## config.mk

```make
export PLATFORM = sky130hd
export DESIGN_NAME = midi_uart_rx_flat
export DESIGN_NICKNAME = d
export VERILOG_FILES = /design/src/rtl/midi_uart_rx_if.sv /design/src/rtl/midi_uart_rx.sv /design/src/flat_wrapper.sv
export SDC_FILE = /design/constraint.sdc
export NUM_CORES = 1
export LEC_CHECK = 0
export CAP_MARGIN = 20
export CORE_MARGIN = 2
export CORE_UTILIZATION = 50
export DETAILED_ROUTE_END_ITERATION = 12
export GPL_TIMING_DRIVEN = 0
export PLACE_DENSITY = 0.79
export SLEW_MARGIN = 20
export SYNTH_ARGS = -nofsm -noshare
export SYNTH_HDL_FRONTEND = slang
export SYNTH_SLANG_ARGS = --single-unit
```

## constraint.sdc

```tcl
create_clock -name clk -period 2.1 [get_ports clk]
set_clock_uncertainty 0.15 [all_clocks]
set_input_delay 0.21 -clock clk [delete_from_list [all_inputs] [get_ports clk]]
set_output_delay 0.21 -clock clk [all_outputs]
set_load 0.005 [all_outputs]
```

## src/rtl/midi_uart_rx_if.sv

```systemverilog
// Receive-side handshake bundle for midi_uart_rx: word/valid/ready plus the
// one-cycle error pulses. master = receiver, slave = consumer (MIDI FIFO).
interface midi_uart_rx_if #(
  parameter int DATA_BITS = 8
);
  logic [DATA_BITS-1:0] dout;
  logic                 valid;
  logic                 ready;
  logic                 frame_err;
  logic                 parity_err;
  logic                 overrun;

  modport master (
    output dout, valid, frame_err, parity_err, overrun,
    input  ready
  );

  modport slave (
    input  dout, valid, frame_err, parity_err, overrun,
    output ready
  );
endinterface

```

## src/rtl/midi_uart_rx.sv

```systemverilog
// Parametrised MIDI serial receiver: synchronise, deframe start/data[/parity]/stop,
// present words on a valid/ready register. Optional parity stage: MIDI_RX_PARITY_EN.
module midi_uart_rx #(
  parameter int CYCLES_PER_BIT = 1600,
  parameter int DATA_BITS      = 8,
  parameter int PARITY_ODD     = 0
) (
  input  logic           clk,
  input  logic           reset,
  input  logic           din,
  midi_uart_rx_if.master rx
);

  localparam int CNT_W = $clog2(CYCLES_PER_BIT);
  localparam int IDX_W = $clog2(DATA_BITS + 1);
  localparam logic [CNT_W-1:0] CNT_HALF = CNT_W'(CYCLES_PER_BIT / 2 - 1);
  localparam logic [CNT_W-1:0] CNT_LAST = CNT_W'(CYCLES_PER_BIT - 1);
  localparam logic [IDX_W-1:0] IDX_LAST = IDX_W'(DATA_BITS - 1);

  typedef enum logic [2:0] {
    S_IDLE,
    S_START,
    S_DATA,
`ifdef MIDI_RX_PARITY_EN
    S_PARITY,
`endif
    S_STOP,
    S_BREAK
  } state_e;

  state_e               state_q, state_d;
  logic                 sync1_q, rxs_q;
  logic [CNT_W-1:0]     cnt_q, cnt_d;
  logic [IDX_W-1:0]     idx_q, idx_d;
  logic [DATA_BITS-1:0] shift_q, shift_d;
  logic [DATA_BITS-1:0] dout_q, dout_d;
  logic                 valid_q, valid_d;
  logic                 frame_err_q, frame_err_d;
  logic                 overrun_q, overrun_d;
  logic                 at_sample;
`ifdef MIDI_RX_PARITY_EN
  logic                 par_bad_q, par_bad_d;
  logic                 parity_err_q, parity_err_d;
`endif

  assign at_sample = (cnt_q == CNT_LAST);

  always_comb begin
    // NOTE: every always_comb output gets a default first, so no path can infer a latch.
    state_d     = state_q;
    cnt_d       = cnt_q + 1'b1;
    idx_d       = idx_q;
    shift_d     = shift_q;
    dout_d      = dout_q;
    valid_d     = valid_q && !rx.ready;
    frame_err_d = 1'b0;
    overrun_d   = 1'b0;
`ifdef MIDI_RX_PARITY_EN
    par_bad_d    = par_bad_q;
    parity_err_d = 1'b0;
`endif

    unique case (state_q)
      S_IDLE: begin
        cnt_d = '0;
        if (!rxs_q) state_d = S_START;
      end
      S_START: begin
        // Mid-start re-check rejects pulses shorter than half a bit.
        if (cnt_q == CNT_HALF) begin
          cnt_d   = '0;
          idx_d   = '0;
          state_d = rxs_q ? S_IDLE : S_DATA;
        end
      end
      S_DATA: begin
        if (at_sample) begin
          cnt_d   = '0;
          shift_d = {rxs_q, shift_q[DATA_BITS-1:1]};
          idx_d   = idx_q + 1'b1;
          if (idx_q == IDX_LAST) begin
`ifdef MIDI_RX_PARITY_EN
            state_d = S_PARITY;
`else
            state_d = S_STOP;
`endif
          end
        end
      end
`ifdef MIDI_RX_PARITY_EN
      S_PARITY: begin
        if (at_sample) begin
          cnt_d     = '0;
          par_bad_d = rxs_q != ((^shift_q) ^ 1'(PARITY_ODD));
          state_d   = S_STOP;
        end
      end
`endif
      S_STOP: begin
        if (at_sample) begin
          cnt_d = '0;
          if (!rxs_q) begin
            frame_err_d = 1'b1;
            state_d     = S_BREAK;
`ifdef MIDI_RX_PARITY_EN
          end else if (par_bad_q) begin
            parity_err_d = 1'b1;
            state_d      = S_IDLE;
`endif
          end else begin
            // Leaving from the half stop bit lets a back-to-back start edge be caught.
            state_d = S_IDLE;
            if (!valid_q || rx.ready) begin
              dout_d  = shift_q;
              valid_d = 1'b1;
            end else begin
              overrun_d = 1'b1;
            end
          end
        end
      end
      S_BREAK: begin
        cnt_d = '0;
        if (rxs_q) state_d = S_IDLE;
      end
      default: state_d = S_IDLE;
    endcase
  end

  always_ff @(posedge clk) begin
    // NOTE: state uses non-blocking assignments so every flop samples pre-edge values.
    if (reset) begin
      sync1_q     <= 1'b1;
      rxs_q       <= 1'b1;
      state_q     <= S_IDLE;
      cnt_q       <= '0;
      idx_q       <= '0;
      shift_q     <= '0;
      dout_q      <= '0;
      valid_q     <= 1'b0;
      frame_err_q <= 1'b0;
      overrun_q   <= 1'b0;
    end else begin
      sync1_q     <= din;
      rxs_q       <= sync1_q;
      state_q     <= state_d;
      cnt_q       <= cnt_d;
      idx_q       <= idx_d;
      shift_q     <= shift_d;
      dout_q      <= dout_d;
      valid_q     <= valid_d;
      frame_err_q <= frame_err_d;
      overrun_q   <= overrun_d;
    end
  end

`ifdef MIDI_RX_PARITY_EN
  always_ff @(posedge clk) begin
    if (reset) begin
      par_bad_q    <= 1'b0;
      parity_err_q <= 1'b0;
    end else begin
      par_bad_q    <= par_bad_d;
      parity_err_q <= parity_err_d;
    end
  end

  assign rx.parity_err = parity_err_q;
`else
  assign rx.parity_err = 1'b0;
`endif

  assign rx.dout      = dout_q;
  assign rx.valid     = valid_q;
  assign rx.frame_err = frame_err_q;
  assign rx.overrun   = overrun_q;

endmodule

```

## src/flat_wrapper.sv

```systemverilog
// flat-port wrapper written by rule: the top's interface ports become plain ports
module midi_uart_rx_flat 
#(
  parameter int CYCLES_PER_BIT = 1600,
  parameter int DATA_BITS      = 8,
  parameter int PARITY_ODD     = 0
)
  (clk, reset, din, rx_dout, rx_valid, rx_frame_err, rx_parity_err, rx_overrun, rx_ready);
  midi_uart_rx_if #(.DATA_BITS(DATA_BITS)) rx_i ();
  input  logic clk;
  input  logic reset;
  input  logic din;
  output wire logic [$bits(rx_i.dout)-1:0] rx_dout;
  output wire logic [$bits(rx_i.valid)-1:0] rx_valid;
  output wire logic [$bits(rx_i.frame_err)-1:0] rx_frame_err;
  output wire logic [$bits(rx_i.parity_err)-1:0] rx_parity_err;
  output wire logic [$bits(rx_i.overrun)-1:0] rx_overrun;
  input wire logic [$bits(rx_i.ready)-1:0] rx_ready;
  assign rx_dout = rx_i.dout;
  assign rx_valid = rx_i.valid;
  assign rx_frame_err = rx_i.frame_err;
  assign rx_parity_err = rx_i.parity_err;
  assign rx_overrun = rx_i.overrun;
  assign rx_i.ready = rx_ready;
  midi_uart_rx #(.CYCLES_PER_BIT(CYCLES_PER_BIT), .DATA_BITS(DATA_BITS), .PARITY_ODD(PARITY_ODD)) u_core (.clk(clk), .reset(reset), .din(din), .rx(rx_i));
endmodule
```

---- Word level (Yosys, flattened, before mapping) ----
Cells that the tools add are included.
storage, ports and cells
  register bits ........................... 39
  bits in latches ......................... 0
  RAM bits ................................ 0
  bits in read-only memories .............. 0
  input port bits ......................... 4
  output and inout port bits .............. 12
  word-level logic and storage cells ...... 63
  memories ................................ 0
cells by class
  add/subtract/negate cells ............... 2
  multiply operators ...................... 0
  div/mod/pow operators ................... 0
  magnitude comparators ................... 0
  eq/ne operators ......................... 13
  shifts and indexed selects .............. 0
  muxes and demuxes ....................... 21
  bitwise operators ....................... 3
  reductions and logical operators ........ 14
operators with widths
  cell                                                               number
  11-bit case mux with 3 select lines                                1
  11-bit two-way mux                                                 2
  3-bit two-way mux                                                  7
  3-bit case mux with 5 select lines                                 1
  11-bit by 1-bit adder with 11-bit output, second input constant    1
  11-bit by 10-bit == test with 1-bit output, second input constant  1
  11-bit == test, second input constant                              1
  2-bit by 1-bit != test with 1-bit output, second input constant    5
  4-bit two-way mux                                                  2
  4-bit case mux with 2 select lines                                 1
  3-bit by 2-bit == test with 1-bit output, second input constant    2
  1-bit two-way mux                                                  6
  6-bit AND reduction                                                1
  4-bit by 1-bit adder with 4-bit output, second input constant      1
  4-bit by 3-bit == test with 1-bit output, second input constant    1
  4-bit AND reduction                                                1
  2-bit OR reduction                                                 2
  4-bit OR reduction                                                 1
  3-bit by 1-bit == test with 1-bit output, second input constant    1
  3-bit == test, second input constant                               1
  3-bit zero test                                                    1
  1-bit NOT                                                          3
  3-bit AND reduction                                                1
  3-bit OR reduction                                                 1
  other kinds (7)                                                    8

---- Longest topological paths before layout ----
  depth after elaboration ................. 6
  gate-level depth with buffers ........... 7

---- Worst setup path after synthesis ----
Ideal clock, no wire load.
  path type ............................... register to register
  start point ............................. register u_core.cnt_q[0]
  end point ............................... register u_core.cnt_q[2]
  library setup time ...................... 0.132 ns
  arrival ................................. 1.628 ns
  required time ........................... 1.818 ns
  slack ................................... 0.190 ns
  cell stages (with the launch flop) ...... 8
  period minus slack after synthesis ...... 1.910 ns
  cells stage by stage .................... dfxtp_1 -> ha_1 -> clkbuf_1 -> nand2_1 -> nor4_4 -> a22o_1 -> buf_4 -> nor3_1
on the way
  word-level cells in the longest chain between the ends .. 3
  elaborated cells on any way between the ends .. 6
ends and longest elaborated chain
  what                                                                    line                                                         text
  start: declaration                                                      midi_uart_rx.sv:33                                           logic [CNT_W-1:0] cnt_q, cnt_d;
  start signal: assignment                                                midi_uart_rx.sv:147                                          cnt_q <= cnt_d;
  11-bit by 1-bit adder with 11-bit output, or another cell as far along  midi_uart_rx.sv:51                                           cnt_d = cnt_q + 1'b1;
  11-bit two-way mux (on tied branches)                                   midi_uart_rx.sv:77, midi_uart_rx.sv:100, midi_uart_rx.sv:70
  11-bit case mux with 3 select lines *                                   midi_uart_rx.sv:63                                           unique case (state_q)
Mark *: on every way between the ends. The rest lies on a longest branch, timed or not.
A chain may end at the register's enable or synchronous reset.

---- Final worst setup path ----
  start point ............................. register u_core.cnt_q[9]
  end point ............................... register u_core.cnt_q[9]
The elaborated chain is that of the path after synthesis.

==> out/results.ini <==
[finish]
drive_gt1_share_pct=11.4
fin_cells=266
area_growth_pct=17.3
antenna_cells=0
n_fill_cell=307
finalNetCount=225

[worst_hold_path]
min_to=u_core.state_q[0]
hold_depth=2
hold_start=reset
hp-class=primary input to flop

[die]
core_area_um2=3340
rows=21
initial_core_util_pct=51.7
die_area_um2=3940
dieWidth_um=62.7
io_pins=16
fp.dieH_um=62.7

[synthesis]
ys_async_sr_fraction_pct=0
synth_area_leaders=dfxtp_1 45%, a21oi_1 5.8%, nand4_1 4.7%
synth.net_count=204
synth_edf_count=0
synth_seq_cells=39
synth_top_area_share_pct=45.3
ys_warn_count=0
syn-cell-area_um2=1730
synth_top_area_cell=dfxtp_1
ys_seq_area_share_pct=45.3
avgSynthCellArea_um2=8.71
ys_types=40
synthCells=198
synth_flop_cell=dfxtp_1

[drt]
first_iter_violations=66
first_pass_iters=5
avgRoutedWirePerCell_um=13.1
wl_um=3490
vias=1520
vias_per_cell=5.71
antenna_left=0
drc_errors=0

[clock_tree]
clk_latency_ns=0.36
cts_max_level=2
clk_pin_slew_ns=0.12
cts-root-buf=clkbuf_4
tritoncts=done
cts_buffers=5
clk_path_buf_depth=2
holdBufCountCts=0
cts.sinks=39

[worst_setup_path]
cp.required_ns=2.18
end_kind=flop
start_kind=flop
critPathKind=flop to flop
crit_arrival_ns=2.03
r2r_cells=5
r2r_start=u_core.cnt_q[9]
ff2ff_setup_slack_ns=0.15
timing.rr.end=u_core.cnt_q[9]
worstPathMaxFanout=10

[power]
p_leak_nw=0.663
intPower_mw=1.00
combPwrFrac_pct=2.4
vdd_drop_max_v=0.000466
p_sw_mw=0.277
seq_power_share_pct=58.2
p_sw_share_pct=21.6
p_per_area_nw_per_um2=633
p_clk_share_pct=39.4

[timing]
rsz0062_at_grt=false
hold_viol=0
fin_crit_sh_pct=93.0
slew_viol_final=0
setup-violations-final=0
finalSetupTns_ns=0
fmax_mhz=512
layout_min_cycle_time_ns=1.95

[place]
gp_congestion=0.774
io_buffers=13
dp_cells=257
dpl.hpwl_um=2360

[grt]
antenna_found_initial=0
track_usage_pct=18.7
overflow=0
grt_pass1_wl_um=5780
grt_pass1_vias=1289
grt_max_degree=14

[status]
outcome=completed

[run]
drv_cap=0

-- metrics by stage --
stage / instance area (µm²) / utilization (%) / total power, mW / worst slack (ns) / hold slack (ns)
6_report: 2020 / 60.7 / 1.28 / 0.148 / 0.111
2_1_floorplan: 1730 / - / 0.782 / 0.190 / 0.164
3_5_place_dp: 1910 / 57.3 / 0.792 / -0.199 / 0.246
5_1_grt: 2020 / 60.7 / 1.34 / 0.0199 / 0.141
3_3_place_gp: 1910 / 57.3 / 0.792 / -0.155 / 0.244
4_1_cts: 2010 / 60.1 / 1.29 / 0.00426 / 0.117
-- flip-flops by register name, indices dropped and copies added (netlist names) --
register             count
u_core.rx.overrun        1
u_core.rx.dout           8
u_core.rxs_q             1
u_core.shift_q           8
u_core.state_q           3
u_core.rx.valid          1
u_core.sync1_q           1
u_core.rx.frame_err      1
u_core.cnt_q            11
u_core.idx_q             4
-- cell usage in the layout, fill, tap and decap left out, types with 2 or more instances in the layout --
master	count
a21oi_1	20
and2_1	2
and3_1	2
and4b_1	3
buf_2	3
buf_4	4
clkbuf_1	6
clkbuf_4	5
clkdlybuf4s50_1	13
dfxtp_1	39
inv_1	6
nand2_1	12
nand2b_1	3
nand3_1	15
nand4_1	13
nand4b_1	3
nor2_1	5
nor3_1	16
nor3b_2	2
o21ai_0	11
o311ai_0	2
o31ai_1	3
or2_2	2
xnor2_1	6
xor2_1	3
-- cell usage after synthesis (2+ instances only) --
cell and count:
xor2_1 3, nand3_1 15, nand4b_1 3, o311ai_0 2, buf_2 3, nand4_1 13, or2_2 2, a21oi_1 20
xnor2_1 6, and3_1 2, dfxtp_1 39, nor3b_1 2, nor2_1 5, nand2b_1 3, nand2_1 12, and4b_1 3
clkbuf_1 7, and2_1 2, o31ai_1 3, ha_1 2, o21ai_0 11, inv_1 6, nor3_1 16, buf_4 2
-- worst max-delay path, stage by stage, from the launching register on --
cell and delay (ns):
dfxtp_1 0.41, or3b_4 0.42, nor4_4 0.42, a22o_1 0.19, buf_4 0.17, nor3_1 0.06
-- logic make-up after synthesis --
| logic type | synth area share [%] |
|---|---|
| AOI/OAI and AO/OA | 13.6 |
| DFF | 45.3 |
| muxes | 0.580 |
| adders and majority gates | 1.45 |
| other | 0.217 |
| and+or+nand+nor | 28.9 |
| xor gates and xnor gates | 4.57 |
| buffers and inverters | 5.51 |
-- worst max-delay path by stage --
stage | from | to | slack, ns | cells after the start
2_1_floorplan | u_core.cnt_q[0] | u_core.cnt_q[2] | 0.19 | 7
3_3_place_gp | u_core.cnt_q[0] | u_core.cnt_q[2] | -0.16 | 7
3_5_place_dp | u_core.cnt_q[0] | u_core.cnt_q[3] | -0.20 | 7
4_1_cts | u_core.state_q[0] | u_core.rx.dout[4] | 0.004 | 6
5_1_grt | u_core.state_q[1] | u_core.idx_q[2] | 0.02 | 5
6_report | u_core.cnt_q[9] | u_core.cnt_q[9] | 0.15 | 5
-- final cells by class --
class	instances	area, µm²	area share [%]
repair buffers	15	145	7.17
clock buffers	5	37.5	1.85
multi-input cells	139	868	42.9
clock inverters	3	43.8	2.16
plain buffers	13	68.8	3.40
inverters	6	22.5	1.11
well taps	46	57.6	2.84
flip-flops and latches	39	781	38.6
-- routing by layer --
metal / wire length (µm) / track usage, % / vias up
met1: 1620 / 24.1 / 704
met3: 170 / 5.41 / 7
met2: 1640 / 29.6 / 45
met4: 55 / 7.50 / 0
met5: 0 / 0 / -
li1: - / - / 764
-- timing repair --
item	CTS	global route
resized for setup	2	2
pin swaps	1	3
buffers inserted	1	1
setup endpoints to repair	32	30
-- power groups by stage --
stage | Combinational [mW] | Clock [mW] | Sequential (mW)
2_1_floorplan | 0.0207 | 0 | 0.762
3_3_place_gp | 0.0295 | 0 | 0.762
3_5_place_dp | 0.0299 | 0 | 0.762
4_1_cts | 0.0304 | 0.513 | 0.746
5_1_grt | 0.0341 | 0.559 | 0.747
6_report | 0.0307 | 0.506 | 0.746
(Power assumes the default switching activity.)
